`config.mk`:
```
export PLATFORM = sky130hd
export DESIGN_NAME = exp_golomb_parse_ctrl_flat
export DESIGN_NICKNAME = d
export VERILOG_FILES = /design/src/rtl/exp_golomb_parse_ctrl_if.sv /design/src/rtl/exp_golomb_parse_ctrl.sv /design/src/flat_wrapper.sv
export SDC_FILE = /design/constraint.sdc
export NUM_CORES = 1
export LEC_CHECK = 0
export CAP_MARGIN = 25
export CORE_ASPECT_RATIO = 0.8
export CORE_MARGIN = 1.5
export CORE_UTILIZATION = 30
export CTS_BUF_LIST = sky130_fd_sc_hd__clkbuf_8 sky130_fd_sc_hd__clkbuf_16
export DETAILED_ROUTE_END_ITERATION = 6
export PLACE_DENSITY = 0.68
export SYNTH_ARGS = -nofsm -noshare
export SYNTH_HDL_FRONTEND = slang
export SYNTH_SLANG_ARGS = --single-unit
```
`constraint.sdc`:
```
create_clock -name i_clk -period 2.3 [get_ports i_clk]
set_input_delay 0.345 -clock i_clk [delete_from_list [all_inputs] [get_ports i_clk]]
set_output_delay 0.345 -clock i_clk [all_outputs]
set_load 0.02 [all_outputs]
```
`src/rtl/exp_golomb_parse_ctrl_if.sv`:
```
// Request/bitstream/decoder/response bundle for the shared Exp-Golomb sequencer.
// The slave side is the sequencer; the master side is the parser/buffer/decoder environment.
interface exp_golomb_parse_ctrl_if;
   logic        req_valid;
   logic        req_ready;
   logic [1:0]  req_sel;
   logic [4:0]  req_tag;
   logic [15:0] bs_window;
   logic [4:0]  bs_avail;
   logic        bs_consume;
   logic [4:0]  bs_consume_len;
   logic [1:0]  dec_sel;
   logic [3:0]  dec_heading_one_pos;
   logic [7:0]  dec_output;
   logic [4:0]  dec_len;
   logic        rsp_valid;
   logic [7:0]  rsp_data;
   logic [4:0]  rsp_tag;
   logic        rsp_err;
   logic        busy;

   modport slave (
      input  req_valid, req_sel, req_tag, bs_window, bs_avail, dec_output, dec_len,
      output req_ready, bs_consume, bs_consume_len, dec_sel, dec_heading_one_pos,
             rsp_valid, rsp_data, rsp_tag, rsp_err, busy
   );

   modport master (
      output req_valid, req_sel, req_tag, bs_window, bs_avail, dec_output, dec_len,
      input  req_ready, bs_consume, bs_consume_len, dec_sel, dec_heading_one_pos,
             rsp_valid, rsp_data, rsp_tag, rsp_err, busy
   );
endinterface

```
`src/rtl/exp_golomb_parse_ctrl.sv`:
```
// Shares one Exp-Golomb decoder among the header parsers: scans the leading-zero run,
// waits for enough bits, drives the decoder, then responds and consumes the codeword.
module exp_golomb_parse_ctrl #(
   parameter int unsigned MAX_STALL = 63
) (
   input  logic                        i_clk,
   input  logic                        i_reset,
   exp_golomb_parse_ctrl_if.slave      bus
);

   typedef enum logic [2:0] {
      S_IDLE,
      S_SCAN,
      S_DECODE,
      S_CONSUME,
      S_ERR
   } state_t;

   localparam logic [7:0] LP_MAX_STALL = 8'(MAX_STALL);

   state_t      r_state;
   state_t      w_nxt;

   logic [1:0]  r_sel;
   logic [4:0]  r_tag;
   logic [2:0]  r_pos;
   logic [7:0]  r_stall;

   logic        r_req_ready;
   logic        r_busy;
   logic        r_consume;
   logic [4:0]  r_consume_len;
   logic        r_rsp_valid;
   logic        r_rsp_err;
   logic [7:0]  r_rsp_data;

   logic [4:0]  w_lz;
   logic [4:0]  w_need;
   logic        w_win_bad;
   logic        w_short;
   logic        w_sel_ok;
   logic [4:0]  w_cw_len;

   // Ascending loop lets the highest set bit win; an all-zero window leaves lz=16.
   always_comb begin
      w_lz = 5'd16;
      for (int i = 0; i < 16; i++) begin
         if (bus.bs_window[i]) w_lz = 5'(15 - i);
      end
   end

   assign w_win_bad = (w_lz > 5'd7);
   assign w_need    = {w_lz[3:0], 1'b1};
   assign w_short   = (bus.bs_avail < w_need);
   assign w_sel_ok  = (bus.req_sel == 2'b01) || (bus.req_sel == 2'b10);
   assign w_cw_len  = {1'b0, r_pos, 1'b1};

   always_comb begin
      w_nxt = r_state;
      case (r_state)
         S_IDLE: begin
            if (bus.req_valid) w_nxt = w_sel_ok ? S_SCAN : S_ERR;
         end
         S_SCAN: begin
            if (w_win_bad)                   w_nxt = S_ERR;
            else if (!w_short)               w_nxt = S_DECODE;
            else if (r_stall == LP_MAX_STALL) w_nxt = S_ERR;
         end
         S_DECODE: begin
            w_nxt = (bus.dec_len != w_cw_len) ? S_ERR : S_CONSUME;
         end
         S_CONSUME: w_nxt = S_IDLE;
         S_ERR:     w_nxt = S_IDLE;
         default:   w_nxt = S_IDLE;
      endcase
   end

   always_ff @(posedge i_clk) begin
      if (i_reset) begin
         r_state       <= S_IDLE;
         r_sel         <= 2'b00;
         r_tag         <= 5'd0;
         r_pos         <= 3'd0;
         r_stall       <= 8'd0;
         r_req_ready   <= 1'b1;
         r_busy        <= 1'b0;
         r_consume     <= 1'b0;
         r_consume_len <= 5'd0;
         r_rsp_valid   <= 1'b0;
         r_rsp_err     <= 1'b0;
         r_rsp_data    <= 8'd0;
      end else begin
         r_state       <= w_nxt;
         // Registered outputs are loaded from the next state so they line up with it.
         r_req_ready   <= (w_nxt == S_IDLE);
         r_busy        <= (w_nxt != S_IDLE);
         r_consume     <= (w_nxt == S_CONSUME);
         r_consume_len <= (w_nxt == S_CONSUME) ? w_cw_len : 5'd0;
         r_rsp_valid   <= (w_nxt == S_CONSUME) || (w_nxt == S_ERR);
         r_rsp_err     <= (w_nxt == S_ERR);
         r_rsp_data    <= (w_nxt == S_CONSUME) ? bus.dec_output : 8'd0;

         if (r_state == S_IDLE && bus.req_valid) begin
            r_sel   <= bus.req_sel;
            r_tag   <= bus.req_tag;
            r_stall <= 8'd0;
         end

         if (r_state == S_SCAN && !w_win_bad) begin
            if (!w_short) r_pos   <= w_lz[2:0];
            else          r_stall <= r_stall + 8'd1;
         end
      end
   end

   assign bus.req_ready           = r_req_ready;
   assign bus.busy                = r_busy;
   assign bus.bs_consume          = r_consume;
   assign bus.bs_consume_len      = r_consume_len;
   assign bus.rsp_valid           = r_rsp_valid;
   assign bus.rsp_err             = r_rsp_err;
   assign bus.rsp_data            = r_rsp_data;
   assign bus.rsp_tag             = r_tag;
   assign bus.dec_sel             = (r_state == S_DECODE) ? r_sel : 2'b00;
   assign bus.dec_heading_one_pos = (r_state == S_DECODE) ? {1'b0, r_pos} : 4'd0;

endmodule

```
`src/flat_wrapper.sv`:
```
// flat-port wrapper written by rule: the top's interface ports become plain ports
module exp_golomb_parse_ctrl_flat 
#(
   parameter int unsigned MAX_STALL = 63
)
  (i_clk, i_reset, bus_req_valid, bus_req_sel, bus_req_tag, bus_bs_window, bus_bs_avail, bus_dec_output, bus_dec_len, bus_req_ready, bus_bs_consume, bus_bs_consume_len, bus_dec_sel, bus_dec_heading_one_pos, bus_rsp_valid, bus_rsp_data, bus_rsp_tag, bus_rsp_err, bus_busy);
  exp_golomb_parse_ctrl_if bus_i ();
  input  logic i_clk;
  input  logic i_reset;
  input wire logic [$bits(bus_i.req_valid)-1:0] bus_req_valid;
  input wire logic [$bits(bus_i.req_sel)-1:0] bus_req_sel;
  input wire logic [$bits(bus_i.req_tag)-1:0] bus_req_tag;
  input wire logic [$bits(bus_i.bs_window)-1:0] bus_bs_window;
  input wire logic [$bits(bus_i.bs_avail)-1:0] bus_bs_avail;
  input wire logic [$bits(bus_i.dec_output)-1:0] bus_dec_output;
  input wire logic [$bits(bus_i.dec_len)-1:0] bus_dec_len;
  output wire logic [$bits(bus_i.req_ready)-1:0] bus_req_ready;
  output wire logic [$bits(bus_i.bs_consume)-1:0] bus_bs_consume;
  output wire logic [$bits(bus_i.bs_consume_len)-1:0] bus_bs_consume_len;
  output wire logic [$bits(bus_i.dec_sel)-1:0] bus_dec_sel;
  output wire logic [$bits(bus_i.dec_heading_one_pos)-1:0] bus_dec_heading_one_pos;
  output wire logic [$bits(bus_i.rsp_valid)-1:0] bus_rsp_valid;
  output wire logic [$bits(bus_i.rsp_data)-1:0] bus_rsp_data;
  output wire logic [$bits(bus_i.rsp_tag)-1:0] bus_rsp_tag;
  output wire logic [$bits(bus_i.rsp_err)-1:0] bus_rsp_err;
  output wire logic [$bits(bus_i.busy)-1:0] bus_busy;
  assign bus_i.req_valid = bus_req_valid;
  assign bus_i.req_sel = bus_req_sel;
  assign bus_i.req_tag = bus_req_tag;
  assign bus_i.bs_window = bus_bs_window;
  assign bus_i.bs_avail = bus_bs_avail;
  assign bus_i.dec_output = bus_dec_output;
  assign bus_i.dec_len = bus_dec_len;
  assign bus_req_ready = bus_i.req_ready;
  assign bus_bs_consume = bus_i.bs_consume;
  assign bus_bs_consume_len = bus_i.bs_consume_len;
  assign bus_dec_sel = bus_i.dec_sel;
  assign bus_dec_heading_one_pos = bus_i.dec_heading_one_pos;
  assign bus_rsp_valid = bus_i.rsp_valid;
  assign bus_rsp_data = bus_i.rsp_data;
  assign bus_rsp_tag = bus_i.rsp_tag;
  assign bus_rsp_err = bus_i.rsp_err;
  assign bus_busy = bus_i.busy;
  exp_golomb_parse_ctrl #(.MAX_STALL(MAX_STALL)) u_core (.i_clk(i_clk), .i_reset(i_reset), .bus(bus_i));
endmodule
```
==> results.py, run 1 <==
metrics = {
    "logic_synthesis": {
        "seq_area_frac_synth_pct": 41.9,
        "ys_ff_latch": 37,
        "synth_edf_count": 0,
        "synth_warnings": 0,
        "avgSynthCellArea_um2": 8.75,
        "synth_cell_types": 47,
        "postSynthCellCount": 202,
        "synth_flop_cell": "dfxtp_1",
        "async_flop_share_pct": 0,
        "synth_area_mm2": 0.00177,
    },
    "cts": {
        "htree_levels": 2,
        "cts_made_buffers": 5,
        "postCtsHoldBufs": 0,
        "clkTransAtPathRegs_ns": 0.08,
        "clock_path_buffers": 2,
        "clkSinkCount": 37,
        "cts_root_buffer": "clkbuf_8",
        "worst_skew_pair.late_latency_ns": 0.29,
        "tritoncts": "done",
    },
    "setup_path": {
        "crit_chain": "dlygate4sd2_1, nor2_2, a211oi_2, nor3_2, o31ai_1, ha_1, nand3_2, a2bb2oi_4, and2_4, or2b_1, buf_4, o31a_1",
        "slowest_delay_ns": 0.31,
        "end_kind": "flip-flop",
        "worstPathArrival_ns": 2.57,
        "cp_max_fo": 4,
        "required_ns": 2.49,
        "startpoint_type": "primary input",
        "critPathSlowestCell": "ha_1",
        "crit_type": "in -> reg",
    },
    "place": {
        "dp_hpwl_um": 3520,
        "dp_slack_ns": -0.807,
        "postPlaceCellArea_mm2": 0.00275,
        "port-buffer-count": 70,
        "place_congestion": 0.851,
    },
    "route": {
        "num_vias": 1847,
        "drtAntennaViolNets": 0,
        "highest_layer": "met4",
        "vias_per_cell": 4.63,
        "routed_wl_um": 5220,
        "met1_length_um": 2230,
        "firstDrtPassIters": 4,
        "drc": 0,
        "wl_per_cell_um": 13.1,
        "wl_met3_um": 460,
        "drtIter0Drc": 104,
        "dr_wl_met2_um": 2450,
    },
    "timing": {
        "whs_ns": 0.454,
        "fin_crit_ns": 2.38,
        "fin_crit_sh_pct": 104,
        "max_freq_mhz": 419,
        "setup_slack_ns": -0.0847,
        "slew_violations": 0,
        "clock_skew_ns": 0.00157,
        "tns_ns": -0.256,
        "finalSetupViolCount": 4,
        "rsz0062_at_grt": "yes",
        "final-hold-violation-count": 0,
    },
    "global_routing": {
        "grt_pass1_wl_um": 8160,
        "antenna_found_initial": 0,
        "grt_pass1_vias": 1823,
        "grt_usage_pct": 16.3,
        "grt_max_degree": 17,
        "overflow": 0,
    },
    "die": {
        "core_area_mm2": 0.00556,
        "die_h_um": 71.7,
        "io_pins": 73,
        "start_util_pct": 31.8,
        "die_w_um": 88.8,
        "rows": 24,
        "die_area_mm2": 0.00637,
    },
    "power": {
        "comb_power_share_pct": 19.3,
        "pwr-share-clk_pct": 40.7,
        "power_leakage_nw": 1.31,
        "total_power_mw": 1.68,
        "swShare_pct": 24.3,
        "p_switching_mw": 0.410,
        "p_per_area_mw_per_mm2": 530,
        "peakVddDrop_mv": 0.268,
        "p_int_mw": 1.27,
        "seqPwrFrac_pct": 40.0,
    },
    "final_layout": {
        "n_antenna_cell": 0,
        "finalNetCount": 369,
        "drive_above_1_share_pct": 33.3,
        "layout_common_cells": "52 x clkdlybuf4s50_1, 48 x buf_4, 36 x dfxtp_1, 22 x nand2_1, 19 x and2_1",
        "syn2layout_area_growth_pct": 79.9,
        "layout_commonest_cell": "clkdlybuf4s50_1",
        "postLayoutCellArea_mm2": 0.00318,
    },
    "run": {
        "max_cap_violations": 0,
    },
    "min_path": {
        "hold_class": "reg -> reg",
    },
    "run_status": {
        "violations": "setup timing",
        "status": "finished, violations left",
    },
}
==> logic make-up after synthesis <==
family	after synthesis	synth area share, %
DFF	37	41.9
and+or+nand+nor	95	31.7
buffers and inverters	13	3.89
adders and majority gates	5	3.54
xor gates and xnor gates	4	1.98
other	1	0.212
AOI/OAI and AO/OA	47	16.8
==> per-stage QoR <==
stage          util [%]  instances
6_report           57.3        399
4_1_cts            55.6        397
3_3_place_gp       49.6        368
2_1_floorplan         -        203
5_1_grt            57.3        399
3_5_place_dp       49.6        368
==> final timing paths <==
path | startpoint | slack [ns] | endpoint | depth (start not counted)
worst min-delay path | u_core.r_sel[1] | 0.45 | u_core.r_sel[1] | 2
worst max-delay path | bus_bs_window[7] | -0.08 | u_core.r_pos[0] | 12
worst min register to register | u_core.r_sel[1] | 0.45 | u_core.r_sel[1] | 2
worst max register to register | u_core.r_stall[0] | 0.05 | u_core.bus.busy | 7
==> timing repair <==
action	in CTS	in global routing
buffers inserted	21	3
resized for setup	49	38
pin swaps	21	20
setup endpoints to repair	21	21
cloned	0	0
==> synth_stat cells (2+ instances only) <==
master	n	area, µm²
or2_2	2	12.5
o21ai_0	9	45.0
a21oi_1	22	110
inv_1	5	18.8
nand3b_1	2	15.0
o21bai_1	2	15.0
dfxtp_1	37	741
nand2b_1	2	12.5
nand3_1	7	35.0
clkbuf_1	3	11.3
buf_4	3	22.5
nor3_1	5	25.0
o31ai_1	2	15.0
xnor2_1	3	26.3
nand2_1	23	86.3
a31oi_1	2	12.5
nor2_1	15	56.3
and2_1	20	125
nor4_4	2	42.5
or3_1	5	31.3
ha_1	5	62.6
==> power by group through the flow <==
stage,Combinational [mW],Clock (mW),Sequential [mW]
after detailed placement,0.278,0,0.689
after global placement,0.275,0,0.688
after global routing,0.351,0.727,0.677
after CTS,0.292,0.703,0.674
final,0.325,0.685,0.674
after floorplan,0.102,0,0.704
==> sequential cells by signal, summed over array words and instances, names as in the netlist, 2 cells and up <==
signal	count
u_core.bus.rsp_tag	5
u_core.bus.bs_consume_len	3
u_core.r_pos	3
u_core.r_state	3
u_core.bus.rsp_data	8
u_core.r_sel	2
u_core.r_stall	8
==> layout make-up <==
type,instances,area [µm²]
Timing Repair Buffer,118,1020
Clock inverter,3,68.8
Inverter,5,18.8
Clock buffer,5,68.8
Tap cell,78,97.6
Sequential cell,37,742
Fill cell,489,2370
Multi-Input combinational cell,153,1160
==> routing by layer <==
metal,global-route usage (%),vias up
met1,20.2,829
li1,-,929
met2,26.8,80
met3,5.30,9
met4,4.86,0
met5,0,-
==> worst max-delay path: cells and delay by family <==
kind	cells	cell delay, ns
buf+inv	2	0.41
compound gates	4	0.62
simple gates	5	0.88
fa+ha+maj	1	0.31
(Power assumes the default switching activity.)
==> inputs of run 2 (changes only) <==
Settings changed: CORE_UTILIZATION 30 to 38, PLACE_DENSITY 0.68 to 0.81.
==> run 2 against run 1 <==
The run still ends with setup timing left. Highest routed layer unchanged. Setup slack worse by 0.065 ns. Critical path depth increased by 2. Routed wire length is 13% higher. Cell area increased by 1.1%. Global-route usage is 5.7 points higher. Via count increased by 7.7%. Register-to-register slack improved by 0.08 ns. Critical endpoint unchanged. Clock power is 1% lower. Sequential power hardly changed.
==> results.py, run 2 (synthesis results as in run 1) <==
metrics = {
    "run_status": {
        "status": "finished, violations left",
        "violations": "setup timing",
    },
    "final_layout": {
        "multi_input_area_mm2": 0.00117,
        "post-route-util_pct": 74.2,
        "regArea_um2": 742,
        "n_antenna_cell": 0,
        "drive_above_1_share_pct": 34.1,
        "finalNetCount": 371,
        "layout_commonest_cell": "clkdlybuf4s50_1",
        "layout_common_cells": "53 x clkdlybuf4s50_1, 47 x buf_4, 36 x dfxtp_1, 22 x nand2_1, 18 x and2_1",
        "syn2layout_area_growth_pct": 82.0,
        "n_fill_cell": 299,
    },
    "timing": {
        "whs_ns": 0.454,
        "setup_slack_ns": -0.150,
        "clock_skew_ns": 0.00356,
        "rsz0062_at_grt": "yes",
        "finalSetupViolCount": 9,
        "fin_crit_ns": 2.45,
        "fin_crit_sh_pct": 107,
        "worst_slew_pin_slew_ns": 0.503,
        "max_freq_mhz": 408,
        "final-hold-violation-count": 0,
        "max_slew_margin_pct": 66.1,
        "slew_violations": 0,
    },
    "cts": {
        "tritoncts": "done",
        "postCtsHoldBufs": 0,
        "cts_made_buffers": 5,
        "clkTransAtPathRegs_ns": 0.08,
        "clock_path_buffers": 2,
        "htree_levels": 2,
        "clkSinkCount": 37,
        "worst_skew_pair.late_latency_ns": 0.28,
        "cts_root_buffer": "clkbuf_8",
    },
    "power": {
        "peakVddDrop_mv": 0.588,
        "pwr-share-clk_pct": 39.9,
        "swShare_pct": 24.2,
        "power_leakage_nw": 1.32,
        "p_int_mw": 1.29,
        "comb_power_share_pct": 20.4,
        "p_switching_mw": 0.410,
        "p_per_area_mw_per_mm2": 527,
        "seqPwrFrac_pct": 39.8,
    },
    "run": {
        "max_cap_violations": 0,
    },
    "setup_path": {
        "end_kind": "flip-flop",
        "startpoint_type": "primary input",
        "crit_type": "in -> reg",
        "r2r_end": "u_core.bus.busy",
        "r2r-start": "u_core.r_stall[0]",
        "cp_max_fo": 3,
        "required_ns": 2.47,
        "worstPathArrival_ns": 2.62,
        "reg2reg_depth": 7,
        "ff2ff_setup_slack_ns": 0.13,
    },
    "global_routing": {
        "grt_pass1_wl_um": 8660,
        "grt_usage_pct": 22.0,
        "antenna_found_initial": 0,
        "grt_max_degree": 17,
        "overflow": 0,
        "grt_pass1_vias": 1839,
    },
    "min_path": {
        "holdPathStages": 2,
        "min_from": "u_core.r_sel[1]",
        "hold_class": "reg -> reg",
        "min_to": "u_core.r_sel[1]",
    },
    "die": {
        "die_h_um": 64.0,
        "die_area_mm2": 0.00507,
        "core_area_mm2": 0.00434,
        "die_w_um": 79.3,
        "start_util_pct": 40.8,
        "rows": 21,
        "io_pins": 73,
    },
    "route": {
        "wl_per_cell_um": 15.6,
        "firstDrtPassIters": 4,
        "drtIter0Drc": 108,
        "drc": 0,
        "routed_wl_um": 5920,
        "drtAntennaViolNets": 0,
        "num_vias": 1989,
        "vias_per_cell": 5.23,
    },
    "place": {
        "dp_hpwl_um": 3630,
        "port-buffer-count": 70,
        "place_congestion": 0.805,
    },
}
## run 2: cell count changes in the layout (fill, tap and decap cells not counted), moves of 2 or more
cell      delta
o21ai_1      -3
clkbuf_2     -4
nand3_2      -2
buf_6        +4
o21ai_0      +2
## run 2: area by class of cell
class	count	share of cell area, %
tap	57	2.22
clock inverter	3	2.14
timing repair buffer	120	33.5
sequential	37	23.1
clock buffer	5	2.14
multi-input combinational	153	36.4
inverter	5	0.583
## run 2: per-stage QoR
step / std cells / setup TNS (ns) / instance area, µm² / worst slack, ns / power [mW]
after floorplan: 203 / -0.0778 / 1820 / -0.0778 / 0.806
after global placement: 347 / -12.38 / 2740 / -0.811 / 0.963
after global routing: 380 / -2.29 / 3220 / -0.255 / 1.76
after CTS: 377 / -0.304 / 3090 / -0.0780 / 1.66
after detailed placement: 347 / -13.54 / 2740 / -0.870 / 0.968
final: 380 / -0.629 / 3220 / -0.150 / 1.70
## run 2: timing repair
action | in CTS | in global routing
setup endpoints to repair | 22 | 21
buffers inserted | 22 | 5
gates resized for setup | 56 | 44
pin swaps | 21 | 35
## run 2: per-layer routing
layer / global-route usage, % / routed length (µm)
met5: 0 / 0
met4: 8.55 / 178
met3: 5.71 / 446
met2: 37.1 / 2840
met1: 26.8 / 2450
## run 2: how the worst max path moves through the flow
stage,from,end,slack [ns]
floorplan,bus_bs_window[15],u_core.bus.busy,-0.08
global placement,bus_bs_window[0],u_core.bus.busy,-0.81
detailed placement,bus_bs_window[0],u_core.bus.busy,-0.87
CTS,bus_bs_window[0],u_core.bus.busy,-0.08
global route,bus_bs_window[2],u_core.bus.busy,-0.26
finish,bus_bs_window[5],u_core.r_pos[0],-0.15
## run 2: power groups by stage
stage                     registers, mW  clock network, mW  logic (mW)
final                             0.675              0.676       0.345
after global routing              0.678              0.718       0.367
after CTS                         0.675              0.683       0.301
after detailed placement          0.689                  0       0.279
after global placement            0.688                  0       0.275
after floorplan                   0.704                  0       0.102
## run 2: worst max-delay path, stage by stage
cell and delay [ns]:
buf_2 0.12, nor2_4 0.13, buf_4 0.13, buf_4 0.10
nand2_1 0.06, o21ai_1 0.16, nand2_1 0.13, ha_4 0.31
nand3_4 0.08, a2bb2oi_4 0.17, and2_4 0.16, or2b_1 0.27
buf_6 0.15, o31a_1 0.30
==> inputs of run 3 (changes only) <==
Settings changed: CTS_CLUSTER_DIAMETER set to 120, GPL_TIMING_DRIVEN set to 0.
==> run 3 against run 2 <==
The run still ends with setup timing left. Sequential power about the same. Worst hold slack lost 0.0059 ns. Register-to-register slack improved by 0.15 ns. Sequential share of layout area increased by 1.2 points. Clock skew is 0.0017 ns higher. Clock-buffer cell count unchanged. Power is 1.7% lower. Fmax increased by 4.1%. Combinational power decreased by 9.9%. Core utilization shrank 3.8 points.
==> results.py, run 3 (synthesis results as in run 1) <==
metrics = {
    "timing": {
        "final-hold-violation-count": 0,
        "max_slew_margin_pct": 57.7,
        "whs_ns": 0.448,
        "finalSetupViolCount": 3,
        "max_freq_mhz": 425,
        "clock_skew_ns": 0.00528,
        "fin_crit_ns": 2.35,
        "slew_violations": 0,
        "worst_slew_pin_slew_ns": 0.632,
        "rsz0062_at_grt": "yes",
        "setup_slack_ns": -0.0538,
        "fin_crit_sh_pct": 102,
    },
    "power": {
        "peakVddDrop_mv": 0.663,
        "pwr-share-clk_pct": 40.9,
        "p_per_area_mw_per_mm2": 547,
        "swShare_pct": 24.3,
        "power_leakage_nw": 1.20,
        "seqPwrFrac_pct": 40.4,
        "comb_power_share_pct": 18.6,
        "p_int_mw": 1.26,
        "p_switching_mw": 0.405,
    },
    "die": {
        "die_w_um": 79.3,
        "io_pins": 73,
        "core_area_mm2": 0.00434,
        "die_area_mm2": 0.00507,
        "start_util_pct": 40.8,
        "die_h_um": 64.0,
        "rows": 21,
    },
    "cts": {
        "clock_path_buffers": 2,
        "worst_skew_pair.late_latency_ns": 0.30,
        "postCtsHoldBufs": 0,
        "htree_levels": 2,
        "clkTransAtPathRegs_ns": 0.08,
        "cts_root_buffer": "clkbuf_8",
        "cts_made_buffers": 5,
        "tritoncts": "done",
        "clkSinkCount": 37,
    },
    "route": {
        "wl_per_cell_um": 13.4,
        "routed_wl_um": 4830,
        "drc": 0,
        "num_vias": 1801,
        "firstDrtPassIters": 4,
        "drtAntennaViolNets": 0,
        "drtIter0Drc": 74,
        "vias_per_cell": 4.98,
    },
    "setup_path": {
        "startpoint_type": "primary input",
        "ff2ff_setup_slack_ns": 0.28,
        "crit_end": "u_core.bus.busy",
        "crit_type": "in -> reg",
        "startpoint": "bus_bs_window[5]",
        "reg2reg_depth": 7,
        "cp_max_fo": 3,
        "end_kind": "flip-flop",
        "r2r_end": "u_core.bus.busy",
        "required_ns": 2.49,
        "worstPathArrival_ns": 2.54,
        "r2r-start": "u_core.r_stall[0]",
    },
    "final_layout": {
        "layout_common_cells": "54 x clkdlybuf4s50_1, 37 x dfxtp_1, 28 x buf_4, 23 x nand2_1, 19 x and2_1",
        "regArea_um2": 741,
        "finalNetCount": 353,
        "drive_above_1_share_pct": 31.5,
        "n_antenna_cell": 0,
        "multi_input_area_mm2": 0.00120,
        "n_fill_cell": 329,
        "layout_commonest_cell": "clkdlybuf4s50_1",
        "syn2layout_area_growth_pct": 72.6,
        "post-route-util_pct": 70.4,
        "postLayoutCellArea_mm2": 0.00305,
        "final_cells": 362,
    },
    "place": {
        "place_inst": 330,
        "port-buffer-count": 70,
        "dp_hpwl_um": 3200,
        "place_congestion": 0.781,
        "dp_slack_ns": -0.864,
        "postPlaceCellArea_mm2": 0.00259,
    },
    "global_routing": {
        "grt_usage_pct": 19.9,
        "grt_max_degree": 14,
        "grt_pass1_vias": 1695,
        "overflow": 0,
        "grt_pass1_wl_um": 7890,
        "antenna_found_initial": 0,
    },
    "run": {
        "max_cap_violations": 0,
    },
    "min_path": {
        "hold_class": "in -> reg",
        "holdPathStages": 4,
    },
    "run_status": {
        "violations": "setup timing",
        "status": "finished, violations left",
    },
}
[run 3: metrics by stage]
step | total power, mW | TNS, ns
2_1_floorplan | 0.806 | -0.0778
3_3_place_gp | 0.940 | -11.87
3_5_place_dp | 0.943 | -12.13
4_1_cts | 1.65 | -0.0424
5_1_grt | 1.73 | -0.797
6_report | 1.67 | -0.0821
[run 3: routing by layer]
metal / vias up / track usage (%) / share of wire [%]
met3: 12 / 6.57 / 9.0
li1: 908 / - / -
met4: 0 / 8.33 / 2.3
met2: 69 / 34.2 / 47
met5: - / 0 / 0
met1: 812 / 22.6 / 42
[run 3: power by group through the flow]
stage | Clock, mW | Sequential, mW | Combinational (mW)
finish | 0.683 | 0.674 | 0.311
global route | 0.718 | 0.677 | 0.335
CTS | 0.693 | 0.674 | 0.283
detailed placement | 0 | 0.689 | 0.254
global placement | 0 | 0.688 | 0.252
floorplan | 0 | 0.704 | 0.102
[run 3: repair_timing]
action                     in CTS  in global routing
gates resized for setup        76                 31
setup endpoints to repair      23                 22
pin swaps                      26                 29
buffers inserted               20                  5
[run 3: cell type report]
| type | instances | share of cell area (%) |
|---|---|---|
| Inverter | 5 | 0.615 |
| Timing Repair Buffer | 95 | 27.6 |
| Buffer | 7 | 1.27 |
| Tap cell | 57 | 2.34 |
| Sequential cell | 37 | 24.3 |
| Clock buffer | 5 | 2.26 |
| Clock inverter | 3 | 2.26 |
| Multi-Input combinational cell | 153 | 39.4 |
[run 3: critical path: stages]
cell,delay [ns]
buf_2,0.13
nor2_4,0.14
o31ai_4,0.08
a211oi_2,0.21
nor3_2,0.08
o31ai_2,0.25
ha_1,0.30
nand3_4,0.09
a2bb2oi_4,0.18
and2_4,0.17
or2b_4,0.14
a21oi_4,0.06
or3_1,0.37
[run 3: worst min-delay path by stage]
stage | from | to
floorplan | i_reset | u_core.r_state[0]
detailed placement | u_core.r_sel[1] | u_core.r_sel[1]
CTS | bus_bs_window[15] | u_core.r_pos[1]
global placement | u_core.r_sel[1] | u_core.r_sel[1]
global route | u_core.bus.rsp_tag[2] | u_core.bus.rsp_tag[2]
finish | bus_bs_window[15] | u_core.r_pos[1]
